<file path="src/rtl/truth_table_sweeper.sv">
// Exhaustive truth-table sweeper: drives every input vector to a combinational
// unit, samples its response on the last hold cycle and tallies mismatches.
module truth_table_sweeper #(
    parameter int N_IN  = 4,
    parameter int N_OUT = 2,
    parameter int HOLD  = 1,
    parameter logic [N_OUT*(2**N_IN)-1:0] EXPECT = '0
) (
    input  logic             clk,
    input  logic             rst_n,
    input  logic             start,
    input  logic             abort,
    input  logic [N_OUT-1:0] resp,
    output logic [N_IN-1:0]  stim,
    output logic             busy,
    output logic             done,
    output logic             pass,
    output logic [N_IN:0]    err_cnt,
    output logic             fail_valid,
    output logic [N_IN-1:0]  first_fail
);

    localparam int HW = (HOLD > 1) ? $clog2(HOLD) : 1;
    localparam logic [HW-1:0] LAST_HOLD = HW'(HOLD - 1);

    typedef enum logic [1:0] {
        IDLE   = 2'd0,
        DRIVE  = 2'd1,
        FINISH = 2'd2
    } state_t;

    state_t          state;
    state_t          state_next;
    logic [HW-1:0]   hold_cnt;
    logic [N_OUT-1:0] exp_resp;
    logic            sample;
    logic            last_vec;
    logic            mismatch;
    logic [N_IN:0]   err_next;

    // abort outranks the sample edge, so an aborted vector is never scored
    always_comb begin
        exp_resp   = EXPECT[int'(stim)*N_OUT +: N_OUT];
        sample     = (state == DRIVE) && !abort && (hold_cnt == LAST_HOLD);
        last_vec   = &stim;
        mismatch   = sample && (resp != exp_resp);
        err_next   = err_cnt + (N_IN+1)'(mismatch);
        state_next = state;
        case (state)
            IDLE:    if (start) state_next = DRIVE;
            DRIVE: begin
                if (abort)                    state_next = IDLE;
                else if (sample && last_vec)  state_next = FINISH;
            end
            FINISH:  state_next = IDLE;
            default: state_next = IDLE;
        endcase
    end

    always_ff @(posedge clk or negedge rst_n) begin
        if (!rst_n) state <= IDLE;
        else        state <= state_next;
    end

    always_ff @(posedge clk or negedge rst_n) begin
        if (!rst_n) begin
            stim       <= '0;
            hold_cnt   <= '0;
            busy       <= 1'b0;
            done       <= 1'b0;
            pass       <= 1'b0;
            err_cnt    <= '0;
            fail_valid <= 1'b0;
            first_fail <= '0;
        end else begin
            case (state)
                IDLE: begin
                    if (start) begin
                        stim       <= '0;
                        hold_cnt   <= '0;
                        busy       <= 1'b1;
                        err_cnt    <= '0;
                        fail_valid <= 1'b0;
                        first_fail <= '0;
                        pass       <= 1'b0;
                    end
                end
                DRIVE: begin
                    if (abort) begin
                        busy     <= 1'b0;
                        hold_cnt <= '0;
                    end else if (!sample) begin
                        hold_cnt <= hold_cnt + HW'(1);
                    end else begin
                        err_cnt <= err_next;
                        if (mismatch && !fail_valid) begin
                            first_fail <= stim;
                            fail_valid <= 1'b1;
                        end
                        if (last_vec) begin
                            busy <= 1'b0;
                            done <= 1'b1;
                            pass <= (err_next == '0);
                        end else begin
                            stim     <= stim + N_IN'(1);
                            hold_cnt <= '0;
                        end
                    end
                end
                FINISH: done <= 1'b0;
                default: done <= 1'b0;
            endcase
        end
    end

endmodule

</file>
<file path="config.mk">
export PLATFORM = sky130hd
export DESIGN_NAME = truth_table_sweeper
export DESIGN_NICKNAME = d
export VERILOG_FILES = /design/src/rtl/truth_table_sweeper.sv
export SDC_FILE = /design/constraint.sdc
export NUM_CORES = 1
export LEC_CHECK = 0
export ABC_AREA = 1
export BUFFER_PORTS_ARGS = -buffer_cell sky130_fd_sc_hd__buf_2
export CAP_MARGIN = 20
export CORE_MARGIN = 2
export CORE_UTILIZATION = 51
export CTS_CLUSTER_SIZE = 20
export DETAILED_ROUTE_END_ITERATION = 12
export PLACE_DENSITY_LB_ADDON = 0.05
export SETUP_SLACK_MARGIN = 0.1
export SLEW_MARGIN = 10
export SYNTH_ARGS = -nofsm -noshare
export SYNTH_HDL_FRONTEND = slang
export SYNTH_SLANG_ARGS = --single-unit
</file>
<file path="constraint.sdc">
create_clock -name clk -period 2.8 [get_ports clk]
set_clock_uncertainty 0.15 [all_clocks]
set_input_delay 0.28 -clock clk [delete_from_list [all_inputs] [get_ports clk]]
set_output_delay 0.28 -clock clk [all_outputs]
set_load 0.05 [all_outputs]
</file>
Word-level counts from Yosys, hierarchy flattened

Index checks and enable logic that the tools add are counted.

Register bits after elaboration: 20
Bits of input ports: 6
Output and inout port bits: 17
Logic and storage cells: 85

Add/sub/neg operators: 3
Equal/unequal tests: 12
Shifts and indexed selects: 1
Muxes and demuxes: 39
Bitwise gates (word level): 2
Reductions and logical operators: 19

Operator list:

| cell                      | number |
|---|---|
| $shiftx A32 B6 Y2 const A | 1 |
| $mux W4                   | 7 |
| $mux W1                   | 17 |
| $pmux W4 S2               | 2 |
| $reduce_and A4 Y1         | 4 |
| $mux W5                   | 3 |
| $reduce_and A5 Y1         | 3 |
| $ne A2 B2 Y1 const B      | 5 |
| $pmux W1 S2               | 5 |
| $pmux W5 S2               | 1 |
| $mux W2                   | 3 |
| $ne A3 B3 Y1 const B      | 2 |
| $add A5 B1 Y5             | 1 |
| $logic_and A1 B1 Y1       | 5 |
| $logic_not A5 Y1          | 1 |
| $add A4 B1 Y4 const B     | 1 |
| $ne A4 B4 Y1 const B      | 1 |
| $pmux W2 S2               | 1 |
| $ne A3 B2 Y1 const B      | 1 |
| $reduce_and A3 Y1         | 1 |
| $eq A2 B1 Y1 const B      | 1 |
| $logic_not A1 Y1          | 2 |
| $logic_not A2 Y1          | 1 |
| $ne A2 B1 Y1 const B      | 1 |
| 5 further kinds           | 6 |

Depth between registers and ports, before layout

Gate-level depths: netlist of the first run.

Depth after elaboration: 10
Depth in mapped cells: 13
Gate-level depth less buffers: 13

Worst setup path before layout of the first run

Ideal clock, no wire load.

Path type: register to register
Start: register state[1]
End: register pass
Library setup time: 84 ps
Data arrival time: 1,796 ps
Data required time: 2,566 ps
Path slack: 770 ps
Cell stages (with the launch flop): 13
Buffers on the path: 0
Clock period less this slack: 2,030 ps
Cell sequence: dfrtp_1 -> inv_2 -> nand2_4 -> nor2_8 -> nand2_1 -> a21oi_1 -> ha_1 -> ha_1 -> nor2_1 -> nand2_1 -> nor2_1 -> nand3_1 -> a21boi_0

Longest elaborated chain between the ends: 10
Elaborated cells on any way between the ends: 17
Classes of those cells: add/sub (1); eq/ne (5); mux (4); reduce/logical (7)

RTL lines:

| item                             | line   | text |
|---|---|---|
| from (decl)                      | 32     | `state_t state;` |
| from (signal assigned)           | 62     | `else state <= state_next;` |
| $eq A2 B1 Y1                     | 44, 76 |  |
| $logic_and A1 B1 Y1 (2 in a row) | 44     | `sample = (state == DRIVE) && !abort && (hold_cnt == LAST_HOLD);` |
| $logic_and A1 B1 Y1              | 46     | `mismatch = sample && (resp != exp_resp);` |
| $add A5 B1 Y5                    | 47     | `err_next = err_cnt + (N_IN+1)'(mismatch);` |
| $logic_not A5 Y1                 | 103    | `pass <= (err_next == '0);` |
| $mux W1                          | 100    | `if (last_vec) begin` |
| $mux W1                          | 92     | `end else if (!sample) begin` |
| $mux W1                          | 89     | `if (abort) begin` |
| $pmux W1 S2                      | 76     | `case (state)` |
| to (signal assigned)             | 103    |  |
| to (decl)                        | 17     | `output logic pass,` |

Parallel ways exist; a longest one is shown, timed or not. The select of a mux whose other input is x is not followed.
A chain may end at the register's enable or synchronous reset.

Worst setup path after layout of the first run

Same ends and word-level chain as after synthesis.

==> results of run 1 <==
-- area by class of cell --
type | count | area share
clock inverters | 1 | 0.0233
clock buffers | 3 | 0.0175
repair buffers | 23 | 0.0934
well taps | 27 | 0.0263
flip-flops and latches | 20 | 0.389
multi-input cells | 88 | 0.396
inverters | 18 | 0.0545
-- layout by cell type, fill, tap and decap left out --
cell,netlist,layout
a21boi_0,1,1
a21oi_1,2,2
buf_2,0,22
bufinv_16,0,1
clkbuf_4,0,3
dfrtp_1,20,20
dlygate4sd3_1,0,1
ha_1,3,3
inv_1,15,15
inv_2,2,2
inv_4,1,1
nand2_1,36,36
nand2_2,1,1
nand2_4,3,3
nand3_1,15,15
nand3_2,1,1
nand4_1,3,3
nand4_4,1,1
nor2_1,7,7
nor2_4,3,3
nor2_8,1,1
o21a_2,1,1
o21ai_0,3,3
o21ai_1,1,1
o21ai_2,1,1
o22ai_1,2,2
or2_2,1,1
xor2_1,2,2
-- routing by layer --
metal	GRT usage	vias up	wire, µm
met3	0.0273	2	93
met4	0.0556	0	15
met5	0	-	0
li1	-	460	-
met1	0.271	401	990
met2	0.298	22	965
-- kinds of logic (layout without fill, tap and decap cells) --
group	after synthesis	in the layout	synth area share
AO/OA/AOI/OAI	11	11	0.0626
XOR/XNOR	2	2	0.0162
adder cells (fa/ha/maj)	3	3	0.0348
buffers and inverters	18	45	0.0649
flip-flops	20	20	0.463
AND/OR/NAND/NOR	72	72	0.358
-- how the worst min path moves through the flow --
stage | startpoint | end | slack [ns] | cells past startpoint
after floorplan | rst_n | busy | -0.17 | 0
after global placement | rst_n | stim[3] | 0.1 | 1
after detailed placement | rst_n | stim[2] | 0.10 | 1
after CTS | start | hold_cnt | 0.17 | 3
after global routing | start | hold_cnt | 0.19 | 3
final | start | hold_cnt | 0.17 | 3
-- worst register-to-register path: cells and delay by family (launching register included) --
family                   cells  cell delay (ns)
AND/OR/NAND/NOR              7             0.73
adder cells (fa/ha/maj)      2             0.46
flip-flops                   1             0.43
AO/OA/AOI/OAI                2             0.32
buffers and inverters        1             0.10
-- registers in the layout, indices dropped and copies added (netlist names) --
signal,cells
err_cnt,5
first_fail,4
stim,4
state,2
busy,1
done,1
fail_valid,1
hold_cnt,1
pass,1
-- Yosys cell counts (all sizes together) --
cell,instances,share of area
dfrtp,20,0.46
a21boi,1,0.0070
nand2,40,0.16
nand4,4,0.037
a21oi,2,0.0093
o22ai,2,0.012
nand3,16,0.079
o21a,1,0.0081
or2,1,0.0058
xor2,2,0.016
o21ai,5,0.027
ha,3,0.035
nor2,11,0.074
inv,18,0.065
-- power groups by stage --
stage	clock [µW]	combinational, µW	sequential, µW
after floorplan	0	306	618
after global placement	0	636	414
after detailed placement	0	650	417
after CTS	239	652	412
after global routing	248	707	422
final	234	645	411
-- metrics by stage --
stage	cells	instance area [µm²]	hold WS, ns	power [µW]	worst slack [ns]
floorplan	126	1080	-0.166	924	0.770
global placement	175	1220	0.0954	1050	0.691
detailed placement	175	1220	0.102	1070	0.532
CTS	180	1290	0.170	1300	0.505
global route	180	1290	0.192	1380	0.283
finish	180	1290	0.174	1290	0.528
==> key figures, run 1 <==
Timing
  • RSZ-0062 raised after global routing: no
  • Final Hold Fails: 0
  • Period utilization: 0.812
  • Worst-Margin Slew: 0.446 ns
  • Setup-failing EPs final: 0
  • Slew Viols, Final: 0
  • Slew headroom: 0.702
  • Tmin final: 2.27 ns
  • Setup TNS: 0 ns
  • Fmax: 440 MHz

Clocking
  • Cts repair resizes: 0
  • Max clock buf depth: 2
  • CTS Hold Bufs: 1
  • Root buf cell: clkbuf_4
  • CTS tree: yes
  • Clock Sinks: 20
  • Clk_lat worst skew: 0.30 ns
  • Reg clk slew, reported paths: 0.12 ns
  • H-tree levels: 1
  • CTS Buf Count: 3
  • Setup repair bufs after CTS: 0

Pwr
  • Part of the power in registers: 0.319
  • Clock share of power: 0.181
  • Static Leak: 0.000722 µW
  • Cell Pwr Density: 1000 nW/µm²
  • Power Internal: 667 µW
  • Logic pwr share: 0.500
  • Sw Ratio: 0.482
  • Sw Pwr: 622 µW
  • VDD IR max: 0.000619 V

Drt
  • Number of DRC markers in iteration 0: 13
  • Wire per inst: 11.5 µm
  • Vias per inst: 4.92
  • Vias: 885
  • Final ANT Viol Nets: 0
  • Pre-antenna DRT Iters: 4
  • Post-route DRC violation count: 0
  • Drt total wl: 2070 µm

Placement
  • DP HPWL: 1590 µm
  • Routability cong.: 0.931
  • PortBufs: 22

Worst setup path
  • R2r setup slk: 0.53 ns
  • Crit-path cells: inv_2, nand2_4, nor2_8, nand2_1, a21oi_1, ha_1, ha_1, nor2_1, nand2_1, nor2_1, nand3_1, a21boi_0
  • Critical Path Start Type: flip-flop
  • CP Data Arrival Time: 2.35 ns
  • Worst r2r src: state[1]
  • Worst path buffer plus inverter count: 1
  • Worst EP required: 2.88 ns
  • Worst Setup SP: state[1]
  • CP max FO: 8
  • Reg2reg path depth: 12
  • Setup crit end kind: flip-flop
  • Highest-delay cell along the critical path: dfrtp_1
  • Crit path capture: pass
  • Reg-to-reg endpoint: pass
  • CP max stage delay: 0.43 ns
  • CP Class: reg2reg
  • Kind of cell adding the most delay to the critical path: simple AND/OR/NAND/NOR gates
  • Critical Path Stages: 12

Die
  • Starting density of the core: 0.545
  • DIE AREA: 2500 µm²
  • Chip width: 50.0 µm
  • Num rows: 16
  • Die H: 50.0 µm
  • Total core area: 1980 µm²
  • I/O pin cnt: 23

Logic synthesis
  • Mean Syn Cell Area: 8.57 µm²
  • Post-Syn Area: 1080 µm²
  • Synth Instances: 126
  • Seq/Total Area, Yosys: 0.463
  • Warnings from Yosys: 0
  • Post-synth cell types: 24
  • #FFs+latches synth: 20
  • Syn_nets: 135

Job
  • Maxcap violations: 0

Global routing
  • Vias in the first global route: 879
  • Initial antenna violation count: 0
  • Largest net degree at the start of global routing: 21
  • GRT Total Usage: 0.190
  • Grt total ovfl: 0
  • First-pass GRT wire length: 3730 µm

Cells and area
  • Share of cells above drive strength 1: 0.275
  • Footprint of the multi-input gates: 509 µm²
  • Final net count: 163
  • Sequential Area: 500 µm²
  • # fillers: 181
  • Area grow syn2layout: 19.1%
  • Ant diodes: 0
  • Post-layout util: 0.649

Status
  • Status: complete, no violations

Hold path
  • HP Class: in2reg
No activity file was read; power rests on OpenSTA's default activity.
==> run 2, diff against run 1 <==
- ABC_AREA: 1 -> 0
- clock period: 2.8 -> 2.2 ns (I/O delays scaled with it)
==> run 2 against run 1 <==
Effect of this change:
- flip-flop and latch count unchanged
- hold slack lost 0.14 ns
- sequential power rose by 11%
- clock power fell by 8%
- count of clock-buffer cells in the layout up 1
- die area shrank 0.32%
- global-route usage increased by 2.6 points
- cell area is 5.5% higher
==> key figures, run 2 <==
Status
  • Status: complete, no violations

Cells and area
  • Ant diodes: 0 (unchanged)
  • Sequential Area: 500 µm² (unchanged)
  • Commonest non-fill, non-tap cell in the layout: buf_2
  • Most frequent cells in the layout: 22 x buf_2, 20 x dfrtp_1, 10 x buf_4
  • Non-Filler Instances: 159 (-12%)
  • Area grow syn2layout: 26.2%
  • Final net count: 142 (-13%)
  • Largest registers: err_cnt x5, first_fail x4, stim x4
  • Post-layout util: 0.685 (+0.0360)
  • Register bank with the most flops: err_cnt
  • Footprint of the multi-input gates: 573 µm² (+13%)
  • Share of cells above drive strength 1: 0.341 (+0.0664)
  • Max FFs per register: 5 (unchanged)
  • Final instance area: 1360 µm² (+5.5%)
  • # fillers: 161 (-11%)

Pwr
  • Cell Pwr Density: 780 nW/µm² (-22%)
  • Power after layout: 1060 µW (-18%)
  • Sw Ratio: 0.398 (-0.0847)
  • Sw Pwr: 421 µW (-32%)
  • Logic pwr share: 0.365 (-0.135)
  • Clock share of power: 0.204 (+0.023)
  • Part of the power in registers: 0.431 (+0.112)
  • Power Internal: 638 µW (-4.4%)
  • VDD IR max: 0.000709 V (+14%)
  • Static Leak: 0.000705 µW (-2.3%)

Worst setup path
  • CP Class: reg2reg
  • Reg-to-reg endpoint: pass
  • Critical Path Start Type: flip-flop
  • Worst r2r src: hold_cnt
  • Setup crit end kind: flip-flop
  • Worst EP required: 2.30 ns (-0.58 ns)
  • CP Data Arrival Time: 2.30 ns (-0.05 ns)
  • CP max FO: 5 (-3)
  • Crit-path cells: or4b_4, nor2_4, ha_4, ha_4, buf_4, nor2b_1, nor4_1, a32o_1
  • Worst path most repeated cell: ha_4
  • R2r setup slk: 0.002 ns (-0.53 ns)
  • CP max stage delay: 0.57 ns (+0.14 ns)
  • Reg2reg path depth: 8 (-4)
  • Highest-delay cell along the critical path: or4b_4

Logic synthesis
  • Warnings from Yosys: 0 (unchanged)
  • Mean Syn Cell Area: 10.9 µm² (+27%)
  • Largest cells by area after synthesis: dfrtp_1 47%, a22o_1 4.9%, a221o_1 3.7%, mux2i_1 3.7%, o211a_1 3.7%
  • Top cells by count, synth: 20 x dfrtp_1, 8 x nor2_1, 6 x a22o_1
  • Async set or reset register ratio after synthesis: 1.00 (unchanged)
  • Synth area leader: dfrtp_1
  • Top-area cell type share of the netlist area: 0.465 (+0.00162)
  • Dominant cell by count in the synthesized netlist: dfrtp_1
  • #FFs+latches synth: 20 (unchanged)
  • Dominant synthesized flop cell: dfrtp_1
  • Synth Instances: 99 (-21%)
  • Post-synth cell types: 35 (+46%)
  • Post-Syn Area: 1080 µm² (-0.35%)
  • Syn_nets: 108 (-20%)
  • Seq/Total Area, Yosys: 0.465 (+0.00162)
  • Number of flops mapped to enable cells by yosys: 0 (unchanged)

Clocking
  • H-tree levels: 1 (unchanged)
  • Clk_lat worst skew: 0.30 ns (about the same)
  • Reg clk slew, reported paths: 0.11 ns (about the same)
  • Root buf cell: clkbuf_4
  • Max clock buf depth: 2 (unchanged)
  • CTS tree: yes
  • CTS Buf Count: 3 (unchanged)
  • Clock Sinks: 20 (unchanged)

Global routing
  • GRT Total Usage: 0.216 (+0.0260)
  • Initial antenna violation count: 0 (unchanged)
  • Vias in the first global route: 838 (-4.7%)
  • Largest net degree at the start of global routing: 21 (unchanged)
  • Grt total ovfl: 0 (unchanged)
  • First-pass GRT wire length: 4070 µm (+9.3%)

Die
  • I/O pin cnt: 23 (unchanged)
  • Chip width: 49.9 µm (-0.16%)
  • Starting density of the core: 0.543 (-0.00189)
  • Die H: 49.9 µm (-0.16%)
  • Total core area: 1980 µm² (unchanged)
  • Num rows: 16 (unchanged)
  • DIE AREA: 2490 µm² (-0.32%)

Drt
  • Vias per inst: 5.74 (+17%)
  • Vias: 913 (+3.2%)
  • Post-route DRC violation count: 0 (unchanged)
  • Drt total wl: 2410 µm (+17%)
  • Final ANT Viol Nets: 0 (unchanged)
  • Number of DRC markers in iteration 0: 20 (+7)
  • Wire per inst: 15.2 µm (+32%)
  • Pre-antenna DRT Iters: 4 (unchanged)

Placement
  • Placed cells: 151 (-14%)
  • DP HPWL: 1760 µm (+11%)
  • Placed Area: 1280 µm² (+4.5%)
  • PortBufs: 22 (unchanged)
  • Routability cong.: 0.764 (-18%)
  • Dpl ws: 0.0520 ns (-0.480 ns)

Hold path
  • Hold-critical path depth: 3 (unchanged)
  • Hold path startpoint: start
  • Hold EP: state[0]
  • HP Class: in2reg

Timing
  • Fmax: 455 MHz (+3.4%)
  • RSZ-0062 raised after global routing: yes
  • Worst-Margin Slew: 0.583 ns (+0.136 ns)
  • Setup-failing EPs final: 0 (unchanged)
  • Tmin final: 2.20 ns (-0.0742 ns)
  • Period utilization: 0.999 (+0.188)
  • Final Hold Fails: 0 (unchanged)
  • Post-route setup slack: 0.00199 ns (-0.526 ns)
  • Slew headroom: 0.611 (-0.0917)
  • Slew Viols, Final: 0 (unchanged)

Job
  • Maxcap violations: 0 (unchanged)
run 2: cell types whose count changed in the layout (fill, tap and decap cells not counted), moves of 6 or more:
cell	before	now
a22o_1	0	6
buf_4	0	10
inv_1	15	5
nand2_1	36	4
nand3_1	15	4
run 2: area by class of cell:
type,instances,area share
Multi-Input combinational cell,70,0.422
Inverter,5,0.0138
Timing Repair Buffer,33,0.144
Clock buffer,4,0.0267
Sequential cell,20,0.369
Tap cell,27,0.0249
run 2: repair_timing:
item | 4_1_cts | 5_1_grt
pin swaps | 0 | 4
hold buffers | 1 | 0
setup buffers | 0 | 3
endpoints found under the hold margin | 20 | 0
endpoints found under the setup margin | 1 | 2
gates resized for setup | 0 | 2
run 2: power by group through the flow:
stage	registers, µW	clock network, µW	logic (µW)
global placement	460	0	380
finish	456	216	386
global route	465	240	412
CTS	457	221	386
detailed placement	463	0	385
floorplan	609	0	134
run 2: worst max-delay path: cells and delay by family (launching register included):
kind            cells  cell delay [ns]
compound gates      1             0.21
simple gates        4             0.97
fa+ha+maj           2             0.31
flops               1             0.39
buf+inv             1             0.11
run 2: stage by stage:
step	hold slack (ns)	setup TNS, ns
after CTS	0.0278	0
final	0.0302	0
after floorplan	-0.226	-0.113
after detailed placement	0.0498	0
after global placement	0.0432	0
after global routing	0.0542	-0.0496
run 2: routing by layer:
layer	share of wire	GRT usage	vias to the layer above
li1	-	-	445
met1	0.48	0.302	442
met2	0.47	0.347	22
met3	0.038	0.0364	4
met4	0.010	0.0556	0
met5	0	0	-
run 2: worst max-delay path by stage:
stage,slack (ns),end,start
after floorplan,-0.11,pass,state[1]
after global placement,0.1,pass,hold_cnt
after detailed placement,0.05,pass,hold_cnt
after CTS,0.03,pass,hold_cnt
after global routing,-0.05,pass,hold_cnt
final,0.002,pass,hold_cnt
run 2: cells by family after synthesis:
kind of cell | synth area share
compound gates | 0.230
simple gates | 0.174
xor+xnor | 0.0163
buf+inv | 0.0419
mux | 0.0372
flops | 0.465
fa+ha+maj | 0.0349
==> run 3, diff against run 2 <==
- BUFFER_PORTS_ARGS: -buffer_cell sky130_fd_sc_hd__buf_2 -> not set
- CORE_MARGIN: 2 -> 5
- DONT_BUFFER_PORTS: not set -> 1
==> run 3 against run 2 <==
Effect of this change:
- the flow now finishes with violations (negative hold slack)
- final cell count is 9.4% lower
- register-to-register slack better by 0.06 ns
- count of clock-buffer cells in the layout decreased by 1
- hold slack lost 0.095 ns
- critical endpoint unchanged
- worst setup slack improved by 0.062 ns
- first-iteration DRC count is 50% lower
- core utilization down 1.6 points
==> key figures, run 3 (synthesized netlist as in run 2, its figures left out) <==
Clocking
  • Clk_lat worst skew: 0.30 ns (about the same)
  • Max clock buf depth: 2 (unchanged)
  • CTS tree: yes
  • H-tree levels: 1 (unchanged)
  • Root buf cell: clkbuf_4
  • CTS Buf Count: 3 (unchanged)
  • Setup repair bufs after CTS: 0 (unchanged)
  • Reg clk slew, reported paths: 0.12 ns (about the same)
  • Clock Sinks: 20 (unchanged)

Die
  • Chip width: 55.9 µm (+12%)
  • Starting density of the core: 0.543 (unchanged)
  • Num rows: 16 (unchanged)
  • DIE AREA: 3130 µm² (+25%)
  • Total core area: 1980 µm² (unchanged)
  • I/O pin cnt: 23 (unchanged)
  • Die H: 55.9 µm (+12%)

Global routing
  • Largest net degree at the start of global routing: 21 (unchanged)
  • Initial antenna violation count: 0 (unchanged)
  • First-pass GRT wire length: 4020 µm (-1.4%)
  • GRT Total Usage: 0.162 (-0.0545)
  • Grt total ovfl: 0 (unchanged)
  • Vias in the first global route: 817 (-2.5%)

Worst setup path
  • CP max FO: 5 (unchanged)
  • Worst r2r src: hold_cnt
  • CP Class: reg2reg
  • Worst EP required: 2.26 ns (-0.04 ns)
  • Setup crit end kind: flip-flop
  • Reg2reg path depth: 7 (-1)
  • CP Data Arrival Time: 2.19 ns (-0.11 ns)
  • Reg-to-reg endpoint: pass
  • R2r setup slk: 0.06 ns (+0.06 ns)
  • Critical Path Start Type: flip-flop

Cells and area
  • Commonest non-fill, non-tap cell in the layout: dfrtp_1
  • Sequential Area: 500 µm² (unchanged)
  • Ant diodes: 0 (unchanged)
  • Share of cells above drive strength 1: 0.222 (-0.119)
  • Max FFs per register: 5 (unchanged)
  • # fillers: 154 (-4.3%)
  • Final net count: 127 (-11%)
  • Area grow syn2layout: 23.1%
  • Footprint of the multi-input gates: 572 µm² (-0.22%)
  • Register bank with the most flops: err_cnt
  • Most frequent cells in the layout: 20 x dfrtp_1, 13 x buf_4, 7 x nor2_1
  • Non-Filler Instances: 144 (-9.4%)
  • Largest registers: err_cnt x5, first_fail x4, stim x4

Pwr
  • VDD IR max: 0.000617 V (-13%)
  • Static Leak: 0.000639 µW (-9.4%)
  • Power after layout: 1120 µW (+6.2%)
  • Cell Pwr Density: 849 nW/µm² (+8.8%)

Timing
  • RSZ-0062 raised after global routing: yes
  • Worst-Margin Slew: 0.928 ns (+0.345 ns)
  • Slew Viols, Final: 0 (unchanged)
  • Setup TNS: 0 ns (unchanged)
  • Tmin final: 2.14 ns (-0.0620 ns)
  • Fmax: 468 MHz (+2.9%)
  • Slew headroom: 0.379 (-0.231)
  • Setup-failing EPs final: 0 (unchanged)
  • Period utilization: 0.971 (-0.0282)
  • Hold slack final: -0.0652 ns (-0.0954 ns)
  • Final Hold Fails: 1 (+1)

Placement
  • Routability cong.: 0.816 (+6.8%)
  • DP HPWL: 1770 µm (+0.33%)
  • PortBufs: 0 (-100%)
  • Placed cells: 135 (-11%)

Status
  • Status: complete, but fails checks
  • Failing checks: negative hold slack

Drt
  • Post-route DRC violation count: 0 (unchanged)
  • Pre-antenna DRT Iters: 4 (unchanged)
  • Final ANT Viol Nets: 0 (unchanged)
  • Vias per inst: 6.01 (+4.7%)
  • Vias: 866 (-5.1%)
  • Number of DRC markers in iteration 0: 10 (-50%)
  • Wire per inst: 17.1 µm (+13%)
  • Drt total wl: 2470 µm (+2.3%)

Hold path
  • HP Class: in2reg
  • Hold-critical path depth: 2 (-1)
  • Hold path startpoint: abort
  • Hold EP: busy

Job
  • Maxcap violations: 0 (unchanged)
run 3: changes by cell type in the layout (fill, tap and decap cells not counted):
cell           previous run  this run
buf_2                    22         0
dlygate4sd3_1             1         5
buf_4                    10        13
bufinv_16                 0         1
clkbuf_8                  1         0
nor4_1                    1         0
nor4_2                    0         1
xnor2_1                   1         2
xnor2_2                   1         0
run 3: routing by layer:
metal,routed length [µm],global-route usage
met1,1100,0.214
met2,1230,0.269
met3,128,0.0394
met4,12,0.0339
met5,0,0
run 3: worst max path at each step:
stage               startpoint    to  slack, ns  depth (start not counted)
floorplan             state[1]  pass      -0.11                          9
global placement      hold_cnt  pass       0.10                          7
detailed placement    hold_cnt  pass       0.05                          7
CTS                   hold_cnt  pass       0.05                          7
global route          hold_cnt  pass     -0.004                          7
finish                hold_cnt  pass       0.06                          7
run 3: through the flow:
| step | cell area (µm²) | utilization | setup slack (ns) |
|---|---|---|---|
| floorplan | 1110 | - | -0.113 |
| global placement | 1210 | 0.612 | 0.104 |
| detailed placement | 1210 | 0.612 | 0.0501 |
| CTS | 1310 | 0.662 | 0.0512 |
| global route | 1330 | 0.669 | -0.00408 |
| finish | 1330 | 0.669 | 0.0640 |
run 3: timing repair:
| item | 4_1_cts | 5_1_grt |
|---|---|---|
| pin swaps | 0 | 1 |
| endpoints found under the hold margin | 23 | 2 |
| setup endpoints to repair | 1 | 1 |
| gates cloned | 0 | 0 |
| hold buffers | 4 | 1 |
| gates resized for setup | 1 | 1 |
run 3: power by group:
| part | switching [µW] | leakage (µW) | internal (µW) |
|---|---|---|---|
| Clock | 115 | 0.0000279 | 184 |
| Combinational | 146 | 0.000340 | 115 |
| Sequential | 155 | 0.000271 | 410 |
| Total | 416 | 0.000639 | 709 |
run 3: worst max-delay path: stages, from the launching register on:
cell and delay, ns:
dfrtp_1 0.39, or4b_4 0.55, nor2_4 0.13, ha_4 0.15
ha_4 0.15, xnor2_1 0.07, a31o_2 0.23, a32o_1 0.24
run 3: final cells by class:
| cell class | instances | share of cell area |
|---|---|---|
| well taps | 27 | 0.0255 |
| repair buffers | 18 | 0.111 |
| multi-input cells | 70 | 0.432 |
| clock buffers | 3 | 0.0170 |
| inverters | 5 | 0.0142 |
| flip-flops and latches | 20 | 0.378 |
| clock inverters | 1 | 0.0227 |
